`config.mk`:
```
export PLATFORM = sky130hd
export DESIGN_NAME = stack_unit
export DESIGN_NICKNAME = d
export VERILOG_FILES = /design/src/rtl/stack_unit.sv
export SDC_FILE = /design/constraint.sdc
export NUM_CORES = 1
export LEC_CHECK = 0
export CORE_MARGIN = 5
export CORE_UTILIZATION = 30
export DETAILED_ROUTE_END_ITERATION = 10
export SYNTH_ARGS = -nofsm -noshare
export SYNTH_HDL_FRONTEND = slang
export SYNTH_SLANG_ARGS = --single-unit
export TNS_END_PERCENT = 30
```
`constraint.sdc`:
```
create_clock -name clk -period 3.39 [get_ports clk]
set_input_delay 0.678 -clock clk [delete_from_list [all_inputs] [get_ports clk]]
set_output_delay 0.678 -clock clk [all_outputs]
set_load 0.005 [all_outputs]
```
`src/rtl/stack_unit.sv`:
```
// ---------------------------------------------------------------------------
// stack_unit -- operand stack for the multi-cycle stack CPU.
//
// Holds DEPTH words. The controller issues push/pop/tos strobes; a popped or
// peeked word is presented on the registered d_out one cycle after the
// command, with rd_valid pulsing when the read hit a real entry. Sticky
// overflow/underflow flags record illegal accesses for debug.
//
// Ports:
//   clk       rising-edge clock
//   rst       asynchronous active-low reset (0 = reset)
//   push      write d_in as the new top of stack
//   pop       remove top; its value appears on d_out next cycle
//   tos       peek top without removal; value on d_out next cycle
//   d_in      data to push
//   err_clr   synchronous clear of overflow/underflow
//   d_out     registered top-of-stack read data
//   rd_valid  one-cycle pulse: d_out was updated by a successful pop/tos
//   empty     count == 0
//   full      count == DEPTH
//   count     current number of entries, 0..DEPTH
//   overflow  sticky: push attempted while full without a pop
//   underflow sticky: pop/tos attempted while empty
// ---------------------------------------------------------------------------
module stack_unit #(
    parameter int DATA_W = 8,
    parameter int DEPTH  = 16,
    parameter int PTR_W  = 4
) (
    input  logic              clk,
    input  logic              rst,
    input  logic              push,
    input  logic              pop,
    input  logic              tos,
    input  logic [DATA_W-1:0] d_in,
    input  logic              err_clr,
    output logic [DATA_W-1:0] d_out,
    output logic              rd_valid,
    output logic              empty,
    output logic              full,
    output logic [PTR_W:0]    count,
    output logic              overflow,
    output logic              underflow
);

    localparam logic [PTR_W:0] FULL_CNT = (PTR_W + 1)'(DEPTH);
    localparam logic [PTR_W:0] ONE      = (PTR_W + 1)'(1);

    logic [DATA_W-1:0] mem [DEPTH];

    logic [PTR_W:0]    count_q,     count_d;
    logic [DATA_W-1:0] d_out_q,     d_out_d;
    logic              rd_valid_q,  rd_valid_d;
    logic              overflow_q,  overflow_d;
    logic              underflow_q, underflow_d;

    logic              mem_we;
    logic [PTR_W-1:0]  mem_waddr;
    logic [PTR_W:0]    top_ptr;
    logic              is_empty;
    logic              is_full;

    assign is_empty = (count_q == '0);
    assign is_full  = (count_q == FULL_CNT);
    // Only dereferenced when non-empty, so the low PTR_W bits always index a
    // valid entry.
    assign top_ptr  = count_q - ONE;

    // NOTE: every signal assigned here gets a default first so no path leaves
    // it unassigned; otherwise synthesis infers a latch.
    always_comb begin
        count_d     = count_q;
        d_out_d     = d_out_q;
        rd_valid_d  = 1'b0;
        // err_clr only lowers a flag; a violation below re-sets it, so set wins.
        overflow_d  = overflow_q  & ~err_clr;
        underflow_d = underflow_q & ~err_clr;
        mem_we      = 1'b0;
        mem_waddr   = count_q[PTR_W-1:0];

        // Read side: pop and tos behave the same towards d_out.
        if (pop || tos) begin
            if (!is_empty) begin
                d_out_d    = mem[top_ptr[PTR_W-1:0]];
                rd_valid_d = 1'b1;
            end else begin
                d_out_d     = '0;
                underflow_d = 1'b1;
            end
        end

        // Write / pointer side.
        if (push && pop && !is_empty) begin
            // Replace top in place; legal even when full.
            mem_we    = 1'b1;
            mem_waddr = top_ptr[PTR_W-1:0];
        end else if (push) begin
            // Plain push, push+tos, or push+pop on an empty stack.
            if (!is_full) begin
                mem_we  = 1'b1;
                count_d = count_q + ONE;
            end else begin
                overflow_d = 1'b1;
            end
        end else if (pop && !is_empty) begin
            count_d = top_ptr;
        end
    end

    // NOTE: sequential state uses non-blocking assignments so every flop
    // samples pre-edge values regardless of block ordering.
    always_ff @(posedge clk or negedge rst) begin
        if (!rst) begin
            count_q     <= '0;
            d_out_q     <= '0;
            rd_valid_q  <= 1'b0;
            overflow_q  <= 1'b0;
            underflow_q <= 1'b0;
        end else begin
            count_q     <= count_d;
            d_out_q     <= d_out_d;
            rd_valid_q  <= rd_valid_d;
            overflow_q  <= overflow_d;
            underflow_q <= underflow_d;
        end
    end

    // NOTE: the storage array has no reset; entries are only read below the
    // pointer, so their power-up contents never reach d_out, and leaving out
    // the reset lets the array map onto plain RAM.
    always_ff @(posedge clk) begin
        if (mem_we) begin
            mem[mem_waddr] <= d_in;
        end
    end

    assign d_out     = d_out_q;
    assign rd_valid  = rd_valid_q;
    assign count     = count_q;
    assign overflow  = overflow_q;
    assign underflow = underflow_q;
    assign empty     = is_empty;
    assign full      = is_full;

endmodule

```
# == After elaboration in Yosys (flattened, before gate mapping) ==
# Memories as Yosys holds them, arrays and structs flattened.
# Index checks and enable logic that the tools add are counted.
# word_totals
regBits,16
ramBits,128
inputBits,14
out_inout_bits,18
word_cells,39
memories,1
# op_classes
addsub,2
n_eq_ne,2
muxes,17
bitwise,4
n_reduce_logical,8
# memory_table
memory,depth,word_bits,rd,rd_clocked_by_memory_dff,wr,line,text
mem,16,8,1,0,1,49,logic [DATA_W-1:0] mem [DEPTH];
# op_table
operator,n
5-bit two-way mux,3
1-bit two-way mux,12
8-bit two-way mux,1
5-bit by 1-bit adder with 5-bit output (second input constant),1
5-bit equality test (second input constant),1
5-bit logical NOT,1
5-bit by 1-bit subtractor with 5-bit output (second input constant),1
4-bit two-way mux,1
1-bit logical AND,3
3-bit AND reduction,1
1-bit AND,2
2-bit inequality test (second input constant),1
1-bit inverter,2
2-bit nonzero test,1
1-bit logical NOT,1
1-bit logical OR,1

# == Logic depth before layout (Yosys ltp) ==
# depth
depth_word,6
mapped_depth,12

# == Worst setup path before layout ==
# OpenSTA, ideal clock, no wires.
# synth_path
path_kind,reg-to-reg
start,register count_q[0] (netlist: count[0])
end,"memory mem[0][0], enable pin"
setup_ps,370
arrival_time_ps,2821
required_ps,3020
path_slack_ps,198
path_stages_with_launch,13
period_less_slack_ps,3192
path_cell_list,dfrtp_1 buf_2 buf_4 buf_2 inv_1 ha_1 buf_2 buf_2 buf_2 nand2_1 nor4_1 o21ai_0 nor2_1
# synth_between
elab_chain_len,6
word_cells_on_any_way,11
# synth_rtl
item,line,text
"start, declared",51,"logic [PTR_W:0] count_q, count_d;"
"start signal, assigned",120,count_q <= count_d;
5-bit equality test / 5-bit logical NOT (equally long branches),"64, 63",
1-bit two-way mux / 1-bit logical NOT (equally long branches),"99, 93",
1-bit two-way mux / 1-bit logical AND (equally long branches),"97, 93",
1-bit two-way mux,93,if (push && pop && !is_empty) begin
1-bit two-way mux,132,if (mem_we) begin
1-bit two-way mux (implied by the code),133,mem[mem_waddr] <= d_in;
"end, declared",49,
# Parallel ways exist; a longest one is shown, timed or not.

# == Final worst setup path ==
# layout_path
start,register count_q[1] (netlist: count[1])
end,output port empty
# layout_between
elab_chain_len,1
# layout_rtl
item,line,text
5-bit logical NOT,63,assign is_empty = (count_q == '0);
"end, declared",39,"output logic empty,"
# Every way passes these cells.

==> results.yml <==
status:
  status: "finished clean"
floorplanning:
  fp.dieArea_um2: 22900
  fp.coreArea_um2: 19500
  io_pins: 32
  dieWidth_um: 151
  core.rowCount: 51
  start_util_pct: 30.7
  vertical_die_dimension_um: 151
timing:
  max_freq_ghz: 0.313
  slew-limit-headroom_pct: 39.4
  holdWs_ps: 517
  grt_setup_unrepaired: "no"
  number_of_endpoints_with_negative_hold_slack_in_the_final_report: 0
  finClkSkew_ps: 8.42
  tns_ps: 0
  report.final.slew_viol_count: 0
  report.final.setup_viol: 0
  final_critical_path_setup_slack_ps: 194
  final_min_period_over_clock_period_pct: 94.3
  period_needed_ps: 3200
  max_slew.worst_pin.slew_ps: 906
pwr:
  ir_drop_uv: 365
  post_layout_total_power_mw: 6.88
  powerDensity_nw_per_um2: 937
  leakage_nw: 2.45
clock_network:
  htreeDepth: 4
  clkLatencyLatePin_ps: 420
  clock_tree.root_cell: "sky130_fd_sc_hd__clkbuf_16"
  cts-buffers-inserted: 17
  path_clk_slew_ps: 60
  numClockSinks: 144
  clock_path_buffers: 2
  cts_tree: "built"
  post-cts-setup-buffers: 0
run:
  maxCapViolCount: 0
critical_path:
  critical_path_arrival_ps: 2520
  worst_path_max_delay_cell: "sky130_fd_sc_hd__or4b_4"
  worst-path-max-fanout: 10
  cp_cell_sequence: "inv_1 > ha_1 > or4b_4 > inv_4 > clkdlybuf4s50_1"
  critical_path.endpoint_type: "primary output"
  worstPathRequired_ps: 2710
  kind_of_cell_adding_the_most_delay_to_the_critical_path: "buffers and inverters"
  crit_path_max_cell_delay_ps: 570
  criticalPathCategory: "reg -> out"
  worst-path-buf-inv: 3
  start_kind: "register"
synth:
  synth_warnings: 0
  synthesis.area_um2: 5990
  synth.yosys.seq_area_share_pct: 70.9
  yosys.cell_types.count: 50
  instance_count_of_the_mapped_netlist: 326
  fraction_of_post_synthesis_cell_area_in_the_top_cell_type_by_area_pct: 64.2
  postSynthRegisterBits: 144
  main_area_contributors_after_synthesis: "sky130_fd_sc_hd__edfxtp_1 (64%), sky130_fd_sc_hd__mux4_2 (12%), sky130_fd_sc_hd__dfrtp_1 (6.7%), sky130_fd_sc_hd__nor2_1 (1.8%), sky130_fd_sc_hd__mux2i_1 (1.3%)"
  synthesis.nets: 343
  post-synth-top-area-cell: "sky130_fd_sc_hd__edfxtp_1"
  synth.avg_cell_area_um2: 18.4
final_layout:
  antenna-diode-count: 0
  filler_cell_count: 1817
  post_route_cells_drive_above_1_share_pct: 24.4
  area_growth_pct: 22.6
  layout.nets: 395
  finish.utilization_pct: 37.6
  area_occupied_by_multi_input_gates_um2: 1590
  seq_area_um2: 4250
hold_path:
  min-delay-path-class: "reg -> reg"
routing:
  routed_via_density: 4.95
  ant_nets: 0
  route.vias.total: 3239
  dr.pass1.iters: 5
  drc_violations_left: 0
  drt_first_iter_violations: 232
  wire_length_reported_by_the_detailed_router_um: 13400
  wl_per_cell_um: 20.4
global_routing:
  first_global_vias: 3287
  grt_first_pass_wirelength_um: 20400
  grt_antenna_before_repair: 0
  track_usage_pct: 12.3
  global_route.overflow_total: 0
  grt_start_max_net_pins: 24
placed_design:
  globalplace.congestion: 0.919
  dpl.hpwl_um: 8940
  io_buffers: 31
  placement.setup.worst_slack_ps: 121
==> what timing repair did <==
| item | 4_1_cts | 5_1_grt |
|---|---|---|
| endpoints found under the setup margin | 0 | 17 |
| gates resized for setup | 0 | 1 |
| hold buffers | 0 | 0 |
==> synthesized netlist by cell type, drive strengths merged <==
cell	instances
a211oi	4
nor2	29
a22o	1
or2	1
nand4	3
nand2	11
nand4bb	1
a2bb2oi	1
a22oi	1
dfrtp	16
xnor2	2
ha	3
and4	1
o211ai	3
nand2b	3
o31a	2
a21oi	2
edfxtp	128
and2	1
o21a	1
nor4	3
o32a	1
mux2i	8
mux4	33
or4	1
buf	14
clkbuf	5
o32ai	1
o22ai	1
mux2	7
a311oi	5
inv	10
nand3	2
or3	1
and4b	1
a221oi	7
o31ai	1
xor2	3
o2bb2a	1
o21ai	5
nand3b	1
or4b	1
==> per-layer routing <==
metal / global-route usage (%) / part of all wire [%]
met5: 0 / 0
met4: 4.17 / 1.6
met1: 17.1 / 45
met3: 4.04 / 7.0
met2: 18.2 / 46
==> per-stage QoR <==
step	std cells	area, µm²
4_1_cts	655	7340
3_3_place_gp	624	6670
6_report	655	7340
2_1_floorplan	326	5990
5_1_grt	655	7340
3_5_place_dp	624	6670
==> cell usage in the layout, fill, tap and decap left out, drive strengths merged, types with 2 or more instances in the layout <==
cell           count
dfrtp             16
clkinv             5
xor2               3
edfxtp           128
nand2b             3
mux2               7
o31a               2
nand4              3
a21oi              2
clkinvlp           2
mux2i              8
ha                 3
a211oi             4
nor4               3
inv               10
xnor2              2
clkdlybuf4s50     31
a311oi             5
a221oi             7
nor2              29
nand2             11
clkbuf            17
o211ai             3
nand3              2
bufinv             7
mux4              33
o21ai              5
buf               21
==> cell families after synthesis <==
| logic type | after synthesis | share of synthesized area, % |
|---|---|---|
| DFF | 144 | 70.9 |
| and+or+nand+nor | 60 | 4.85 |
| muxes | 48 | 15.1 |
| AOI/OAI and AO/OA | 37 | 5.02 |
| buffers and inverters | 29 | 2.70 |
| xor gates and xnor gates | 5 | 0.857 |
| adders and majority gates | 3 | 0.627 |
==> state kept, by name, summed over array words and instances, names as in the netlist <==
signal and cells:
rd_valid 1, mem 128, d_out 8, underflow 1, count 5, overflow 1
==> final cells by class <==
cell class | count | share of cell area, %
Clock buffer | 17 | 5.80
Clock inverter | 14 | 3.32
Inverter | 10 | 0.546
Multi-Input combinational cell | 153 | 21.6
Sequential cell | 144 | 57.8
Tap cell | 265 | 4.52
Timing Repair Buffer | 52 | 6.38
==> where the power goes <==
group / total (mW) / switching (mW) / internal [mW]
logic: 2.47 / 1.27 / 1.20
registers: 2.30 / 0.102 / 2.19
clock network: 2.11 / 0.676 / 1.43
total: 6.88 / 2.05 / 4.83
==> final timing paths <==
path | cells after the start | start | endpoint | slack [ps]
max in group asynchronous | 1 | rst | count[0] | 2120
hold reg to reg | 1 | d_out[6] | d_out[6] | 520
min in group asynchronous | 1 | rst | d_out[6] | 720
setup / recovery | 5 | count[1] | empty | 190
setup reg to reg | 6 | count[1] | mem[9][5] | 330
hold / removal | 1 | d_out[6] | d_out[6] | 520
Power figures use the tool's default switching activity.
